### src/rtl/err_count_serializer_if.sv
// Counter-snapshot request bus and serial framing outputs of err_count_serializer.
// The master side requests snapshots and reads the serial stream; the serializer is the slave.
interface err_count_serializer_if #(
    parameter int NUM_CHAINS = 20,
    parameter int CNT_W      = 12
);
    logic                          save_data;
    logic [NUM_CHAINS*CNT_W-1:0]   err_counts;
    logic                          DATA_OUT;
    logic                          data_valid;
    logic                          frame_start;
    logic                          frame_done;
    logic                          busy;
    logic                          snap_overrun;

    modport master (
        output save_data, err_counts,
        input  DATA_OUT, data_valid, frame_start, frame_done, busy, snap_overrun
    );

    modport slave (
        input  save_data, err_counts,
        output DATA_OUT, data_valid, frame_start, frame_done, busy, snap_overrun
    );
endinterface

### src/rtl/err_count_serializer.sv
// Snapshots NUM_CHAINS error counters and shifts them out as a framed serial packet.
// Define FRAME_CRC_EN to append a CRC-8 (x^8+x^2+x+1) over the payload.
module err_count_serializer #(
    parameter int          NUM_CHAINS = 20,
    parameter int          CNT_W      = 12,
    parameter logic [7:0]  SYNC_WORD  = 8'hA5
) (
    input  logic                    data_clk,
    input  logic                    reset_n,
    err_count_serializer_if.slave   bus
);
    localparam int PW = NUM_CHAINS * CNT_W;
    localparam int BW = (CNT_W > 1) ? $clog2(CNT_W) : 1;
    localparam int CW = (NUM_CHAINS > 1) ? $clog2(NUM_CHAINS) : 1;
    localparam logic [BW-1:0] BIT_LAST   = BW'(CNT_W - 1);
    localparam logic [CW-1:0] CHAIN_LAST = CW'(NUM_CHAINS - 1);

    localparam logic [1:0] ST_IDLE    = 2'd0;
    localparam logic [1:0] ST_HEADER  = 2'd1;
    localparam logic [1:0] ST_PAYLOAD = 2'd2;
`ifdef FRAME_CRC_EN
    localparam logic [1:0] ST_CRC     = 2'd3;
`endif

    logic [1:0]    state_q, state_d;
    logic          save_q, save_d;
    logic          req_q, req_d;
    logic          pending_q, pending_d;
    logic          overrun_q, overrun_d;
    logic [PW-1:0] snap_q, snap_d;
    logic [BW-1:0] bit_cnt_q, bit_cnt_d;
    logic [CW-1:0] chain_cnt_q, chain_cnt_d;
    logic [2:0]    hdr_cnt_q, hdr_cnt_d;
    logic          data_out_q, data_out_d;
    logic          valid_q, valid_d;
    logic          start_q, start_d;
    logic          done_q, done_d;
    logic          busy_q, busy_d;
`ifdef FRAME_CRC_EN
    logic [7:0]    crc_q, crc_d;
    logic          crc_fb;
`endif

    logic          frame_end;
    logic          launch;
    logic          cur_bit;
    logic [CNT_W-1:0] words [NUM_CHAINS];

    for (genvar gi = 0; gi < NUM_CHAINS; gi++) begin : g_word
        assign words[gi] = snap_q[gi*CNT_W +: CNT_W];
    end

    assign cur_bit = words[chain_cnt_q][bit_cnt_q];

    always_comb begin
        state_d     = state_q;
        save_d      = bus.save_data;
        req_d       = bus.save_data & ~save_q;
        pending_d   = pending_q;
        overrun_d   = overrun_q;
        snap_d      = snap_q;
        bit_cnt_d   = bit_cnt_q;
        chain_cnt_d = chain_cnt_q;
        hdr_cnt_d   = hdr_cnt_q;
        data_out_d  = 1'b0;
        valid_d     = 1'b0;
        start_d     = 1'b0;
        done_d      = 1'b0;
        frame_end   = 1'b0;
        launch      = 1'b0;
`ifdef FRAME_CRC_EN
        crc_d       = crc_q;
        crc_fb      = 1'b0;
`endif

        case (state_q)
            ST_IDLE: begin
                if (req_q) launch = 1'b1;
            end
            ST_HEADER: begin
                valid_d    = 1'b1;
                data_out_d = SYNC_WORD[~hdr_cnt_q];
                start_d    = (hdr_cnt_q == 3'd0);
                hdr_cnt_d  = hdr_cnt_q + 3'd1;
                if (hdr_cnt_q == 3'd7) state_d = ST_PAYLOAD;
            end
            ST_PAYLOAD: begin
                valid_d    = 1'b1;
                data_out_d = cur_bit;
`ifdef FRAME_CRC_EN
                crc_fb     = crc_q[7] ^ cur_bit;
                crc_d      = {crc_q[6:0], 1'b0} ^ (crc_fb ? 8'h07 : 8'h00);
`endif
                if (bit_cnt_q == BIT_LAST) begin
                    bit_cnt_d   = '0;
                    chain_cnt_d = chain_cnt_q + CW'(1);
                    if (chain_cnt_q == CHAIN_LAST) begin
`ifdef FRAME_CRC_EN
                        state_d = ST_CRC;
`else
                        frame_end = 1'b1;
`endif
                    end
                end else begin
                    bit_cnt_d = bit_cnt_q + BW'(1);
                end
            end
`ifdef FRAME_CRC_EN
            ST_CRC: begin
                valid_d    = 1'b1;
                data_out_d = crc_q[~hdr_cnt_q];
                hdr_cnt_d  = hdr_cnt_q + 3'd1;
                if (hdr_cnt_q == 3'd7) frame_end = 1'b1;
            end
`endif
            default: state_d = ST_IDLE;
        endcase

        // A request landing on the frame-end edge chains the next frame like a pending one.
        if (frame_end) begin
            done_d    = 1'b1;
            pending_d = 1'b0;
            if (pending_q | req_q) launch = 1'b1;
            else                   state_d = ST_IDLE;
            if (pending_q & req_q) overrun_d = 1'b1;
        end else if ((state_q != ST_IDLE) && req_q) begin
            if (pending_q) overrun_d = 1'b1;
            else           pending_d = 1'b1;
        end

        if (launch) begin
            snap_d      = bus.err_counts;
            state_d     = ST_HEADER;
            bit_cnt_d   = '0;
            chain_cnt_d = '0;
            hdr_cnt_d   = '0;
`ifdef FRAME_CRC_EN
            crc_d       = 8'h00;
`endif
        end

        busy_d = valid_d;
    end

    always_ff @(posedge data_clk or negedge reset_n) begin
        if (!reset_n) begin
            state_q     <= ST_IDLE;
            save_q      <= 1'b0;
            req_q       <= 1'b0;
            pending_q   <= 1'b0;
            overrun_q   <= 1'b0;
            snap_q      <= '0;
            bit_cnt_q   <= '0;
            chain_cnt_q <= '0;
            hdr_cnt_q   <= '0;
            data_out_q  <= 1'b0;
            valid_q     <= 1'b0;
            start_q     <= 1'b0;
            done_q      <= 1'b0;
            busy_q      <= 1'b0;
`ifdef FRAME_CRC_EN
            crc_q       <= 8'h00;
`endif
        end else begin
            state_q     <= state_d;
            save_q      <= save_d;
            req_q       <= req_d;
            pending_q   <= pending_d;
            overrun_q   <= overrun_d;
            snap_q      <= snap_d;
            bit_cnt_q   <= bit_cnt_d;
            chain_cnt_q <= chain_cnt_d;
            hdr_cnt_q   <= hdr_cnt_d;
            data_out_q  <= data_out_d;
            valid_q     <= valid_d;
            start_q     <= start_d;
            done_q      <= done_d;
            busy_q      <= busy_d;
`ifdef FRAME_CRC_EN
            crc_q       <= crc_d;
`endif
        end
    end

    assign bus.DATA_OUT     = data_out_q;
    assign bus.data_valid   = valid_q;
    assign bus.frame_start  = start_q;
    assign bus.frame_done   = done_q;
    assign bus.busy         = busy_q;
    assign bus.snap_overrun = overrun_q;
endmodule

### src/flat_wrapper.sv
// flat-port wrapper written by rule: the top's interface ports become plain ports
module err_count_serializer_flat 
#(
    parameter int          NUM_CHAINS = 20,
    parameter int          CNT_W      = 12,
    parameter logic [7:0]  SYNC_WORD  = 8'hA5
)
  (data_clk, reset_n, bus_save_data, bus_err_counts, bus_DATA_OUT, bus_data_valid, bus_frame_start, bus_frame_done, bus_busy, bus_snap_overrun);
  err_count_serializer_if #(.NUM_CHAINS(NUM_CHAINS), .CNT_W(CNT_W)) bus_i ();
  input  logic data_clk;
  input  logic reset_n;
  input wire logic [$bits(bus_i.save_data)-1:0] bus_save_data;
  input wire logic [$bits(bus_i.err_counts)-1:0] bus_err_counts;
  output wire logic [$bits(bus_i.DATA_OUT)-1:0] bus_DATA_OUT;
  output wire logic [$bits(bus_i.data_valid)-1:0] bus_data_valid;
  output wire logic [$bits(bus_i.frame_start)-1:0] bus_frame_start;
  output wire logic [$bits(bus_i.frame_done)-1:0] bus_frame_done;
  output wire logic [$bits(bus_i.busy)-1:0] bus_busy;
  output wire logic [$bits(bus_i.snap_overrun)-1:0] bus_snap_overrun;
  assign bus_i.save_data = bus_save_data;
  assign bus_i.err_counts = bus_err_counts;
  assign bus_DATA_OUT = bus_i.DATA_OUT;
  assign bus_data_valid = bus_i.data_valid;
  assign bus_frame_start = bus_i.frame_start;
  assign bus_frame_done = bus_i.frame_done;
  assign bus_busy = bus_i.busy;
  assign bus_snap_overrun = bus_i.snap_overrun;
  err_count_serializer #(.NUM_CHAINS(NUM_CHAINS), .CNT_W(CNT_W), .SYNC_WORD(SYNC_WORD)) u_core (.data_clk(data_clk), .reset_n(reset_n), .bus(bus_i));
endmodule
### config.mk
export PLATFORM = sky130hd
export DESIGN_NAME = err_count_serializer_flat
export DESIGN_NICKNAME = d
export VERILOG_FILES = /design/src/rtl/err_count_serializer_if.sv /design/src/rtl/err_count_serializer.sv /design/src/flat_wrapper.sv
export SDC_FILE = /design/constraint.sdc
export NUM_CORES = 1
export LEC_CHECK = 0
export CORE_MARGIN = 10
export CORE_UTILIZATION = 45
export DETAILED_ROUTE_END_ITERATION = 10
export GPL_TIMING_DRIVEN = 0
export MAX_ROUTING_LAYER = met4
export PLACE_DENSITY = 0.68
export SETUP_SLACK_MARGIN = 0.05
export SKIP_CTS_REPAIR_TIMING = 1
export SLEW_MARGIN = 20
export SYNTH_ARGS = -nofsm -noshare
export SYNTH_HDL_FRONTEND = slang
export SYNTH_SLANG_ARGS = --single-unit
### constraint.sdc
create_clock -name data_clk -period 2.4 [get_ports data_clk]
set_input_delay 0.36 -clock data_clk [delete_from_list [all_inputs] [get_ports data_clk]]
set_output_delay 0.36 -clock data_clk [all_outputs]
set_load 0.005 [all_outputs]
==> qor.yml <==
fin_crit_sh_pct: 103.6
syn_to_final_growth_pct: 35.93
ys_seq_area_share_pct: 54.38
worst_pin_slew_ps: 719.5
portBuffers: 248
nets: 1338
slew-limit-headroom_pct: 52.03
min_to: "u_core.save_q"
p_per_area_mw_per_mm2: 1212
finalWorstSetupSlack_ps: -87.29
fp.dieH_um: 183.7
htree_levels: 1
vias: 7984
synthArstFlopShare_pct: 100.0
yosys_warnings: 0
grt_pass1_vias: 8901
gp_congestion: 0.8112
drtPass1Iterations: 4
synth-main-ff-cell: "dfrtp_1"
synth.most_common_cell: "dfrtp_1"
initial_core_util_pct: 46.01
worstHoldPathCells: 1
syn_nets: 1045
vdd_ir_drop_max_v: 0.0006799
tns_ps: -87.29
maxCapViolCount: 0
hp-class: "primary input to flop"
wl_um: 36070
r2r-end: "u_core.bus.DATA_OUT"
synth_edf_count: 0
hold_viol_final: 0
placedCellCount: 1378
timing.fmax_ghz: 0.4020
wl_met1_um: 15590
synth_cells: 793
cts.sinks: 262
ys_ff_latch: 262
cp-start-kind: "flop"
yosysTopAreaCell: "dfrtp_1"
dieArea_mm2: 0.03374
route.met2.wl_um: 17950
syn_area_per_cell_um2: 15.20
drc: 0
skew_ps: 8.201
root_buffer: "clkbuf_16"
crit_type: "flop to flop"
synth_commonest_cells: "dfrtp_1, mux2_2, mux4_2, buf_2, nand2_1"
status: "finished with violations"
clock_path_buffers: 3
coreArea_mm2: 0.02621
arrival_ps: 2900
clkTransAtPathRegs_ps: 60
fin_cells: 1447
num_rows: 59
finalCriticalPeriod_ps: 2487
cts_buffers: 28
cp.required_ps: 2810
yosysUniqueCellTypes: 57
crit_fanout: 10
syn_area_mm2: 0.01206
antenna_left: 0
grt_pass1_wl_um: 54080
dieWidth_um: 183.7
detail_route.iter0.violations: 473
tritoncts: "built"
r2r_cells: 8
ys_top_cells_by_area: "dfrtp_1, mux2_2, mux4_2, mux2i_1, mux4_1"
fin_util_pct: 62.54
leakage_nw: 6.703
rsz0062_at_grt: "yes"
r2r-start: "u_core.chain_cnt_q[0]"
drive_gt1_share_pct: 37.92
ios: 249
crit_path_start: "u_core.chain_cnt_q[0]"
antenna_found_initial: 7
clock_latency_ps: 550
grt_overflow: 0
violations: "setup timing"
slew_viol_final: 0
r2r_setup_slack_ps: -90
grt_use_total_pct: 21.69
wire_per_inst_um: 24.93
crit_path_end_kind: "flop"
via_per_inst: 5.518
setup_viol: 1
min_from: "bus_save_data"
grt_max_degree: 93
highest_layer: "met4"
met3WireLength_um: 1987
netlist.area_leader.share_pct: 54.38
place_hpwl_um: 26630
==> cells in the final DEF, fill, tap and decap left out, drive strengths merged, types with 3 or more instances in the layout <==
| cell type | netlist | final |
|---|---|---|
| dfrtp | 262 | 262 |
| clkdlybuf4s50 | 0 | 247 |
| mux2 | 243 | 243 |
| buf | 41 | 59 |
| mux4 | 53 | 53 |
| clkbuf | 14 | 53 |
| nand2 | 23 | 23 |
| mux2i | 20 | 20 |
| nor2 | 17 | 17 |
| a21oi | 10 | 10 |
| inv | 9 | 9 |
| ha | 9 | 9 |
| diode | 0 | 7 |
| a211oi | 7 | 7 |
| a22oi | 7 | 7 |
| nand3 | 6 | 6 |
| nor2b | 6 | 6 |
| o221ai | 5 | 5 |
| nor3 | 5 | 5 |
| clkinv | 0 | 5 |
| a21o | 4 | 4 |
| xnor2 | 4 | 4 |
| a31oi | 4 | 4 |
| and2 | 3 | 3 |
| or3b | 3 | 3 |
| o21ai | 3 | 3 |
| xor2 | 3 | 3 |
| o2111ai | 3 | 3 |
==> worst max-delay path, cell delays in order, from the launching register on <==
cell	delay [ps]
dfrtp_1	390
buf_12	140
buf_12	160
buf_16	150
mux4_2	540
a22oi_2	280
a21oi_2	120
a2111oi_2	410
a31oi_2	150
==> registers in the layout (all words and copies together), names as in the netlist <==
signal and count:
u_core.snap_q 240, u_core.chain_cnt_q 5, u_core.bit_cnt_q 4, u_core.hdr_cnt_q 3
u_core.state_q 2, u_core.bus.DATA_OUT 1, u_core.bus.data_valid 1, u_core.bus.frame_done 1
u_core.bus.frame_start 1, u_core.bus.snap_overrun 1, u_core.pending_q 1, u_core.req_q 1
u_core.save_q 1
==> cells by family after synthesis <==
kind of cell | share of synthesized area, %
buf+inv | 2.781
compound gates | 3.705
simple gates | 3.249
xor+xnor | 0.5085
mux | 34.44
fa+ha+maj | 0.9340
flops | 54.38
==> per-layer routing <==
metal	global-route usage (%)	up-vias
li1	-	3555
met1	27.24	4161
met2	35.49	233
met3	4.802	35
met4	4.459	0
met5	-	-
==> worst max-delay path by stage <==
stage | depth (start not counted) | slack (ps) | end
floorplan | 8 | 200 | u_core.bus.DATA_OUT
global placement | 1 | -10650 | u_core.snap_q[94]
detailed placement | 8 | -960 | u_core.bus.DATA_OUT
CTS | 8 | -960 | u_core.bus.DATA_OUT
global route | 9 | -160 | u_core.bus.DATA_OUT
finish | 8 | -90 | u_core.bus.DATA_OUT
==> final cells by class <==
cell class	count	area [µm²]
Clock buffer	42	793.3
Clock inverter	7	96.34
Buffer	54	541.8
Multi-Input combinational cell	467	5263
Fill cell	2031	9818
Inverter	9	33.78
Antenna cell	7	17.52
Timing Repair Buffer	264	2668
Sequential cell	262	6556
Tap cell	335	419.2
==> report_power, final <==
part	total [mW]	internal (mW)	switching (mW)
registers	7.72	6.59	1.13
clock network	4.24	2.48	1.76
logic	7.90	4.67	3.23
==> through the flow <==
stage	power (mW)	worst slack [ps]	area, µm²	hold slack [ps]
final	19.86	-87.29	16390	287.9
after global routing	20.96	-155.7	16390	276.2
after CTS	19.36	-962.4	15910	-141.3
after detailed placement	15.09	-959.4	15020	394.5
after global placement	14.89	-10650	14960	385.8
after floorplan	12.60	199.8	12060	64.41
Power figures use the tool's default switching activity.
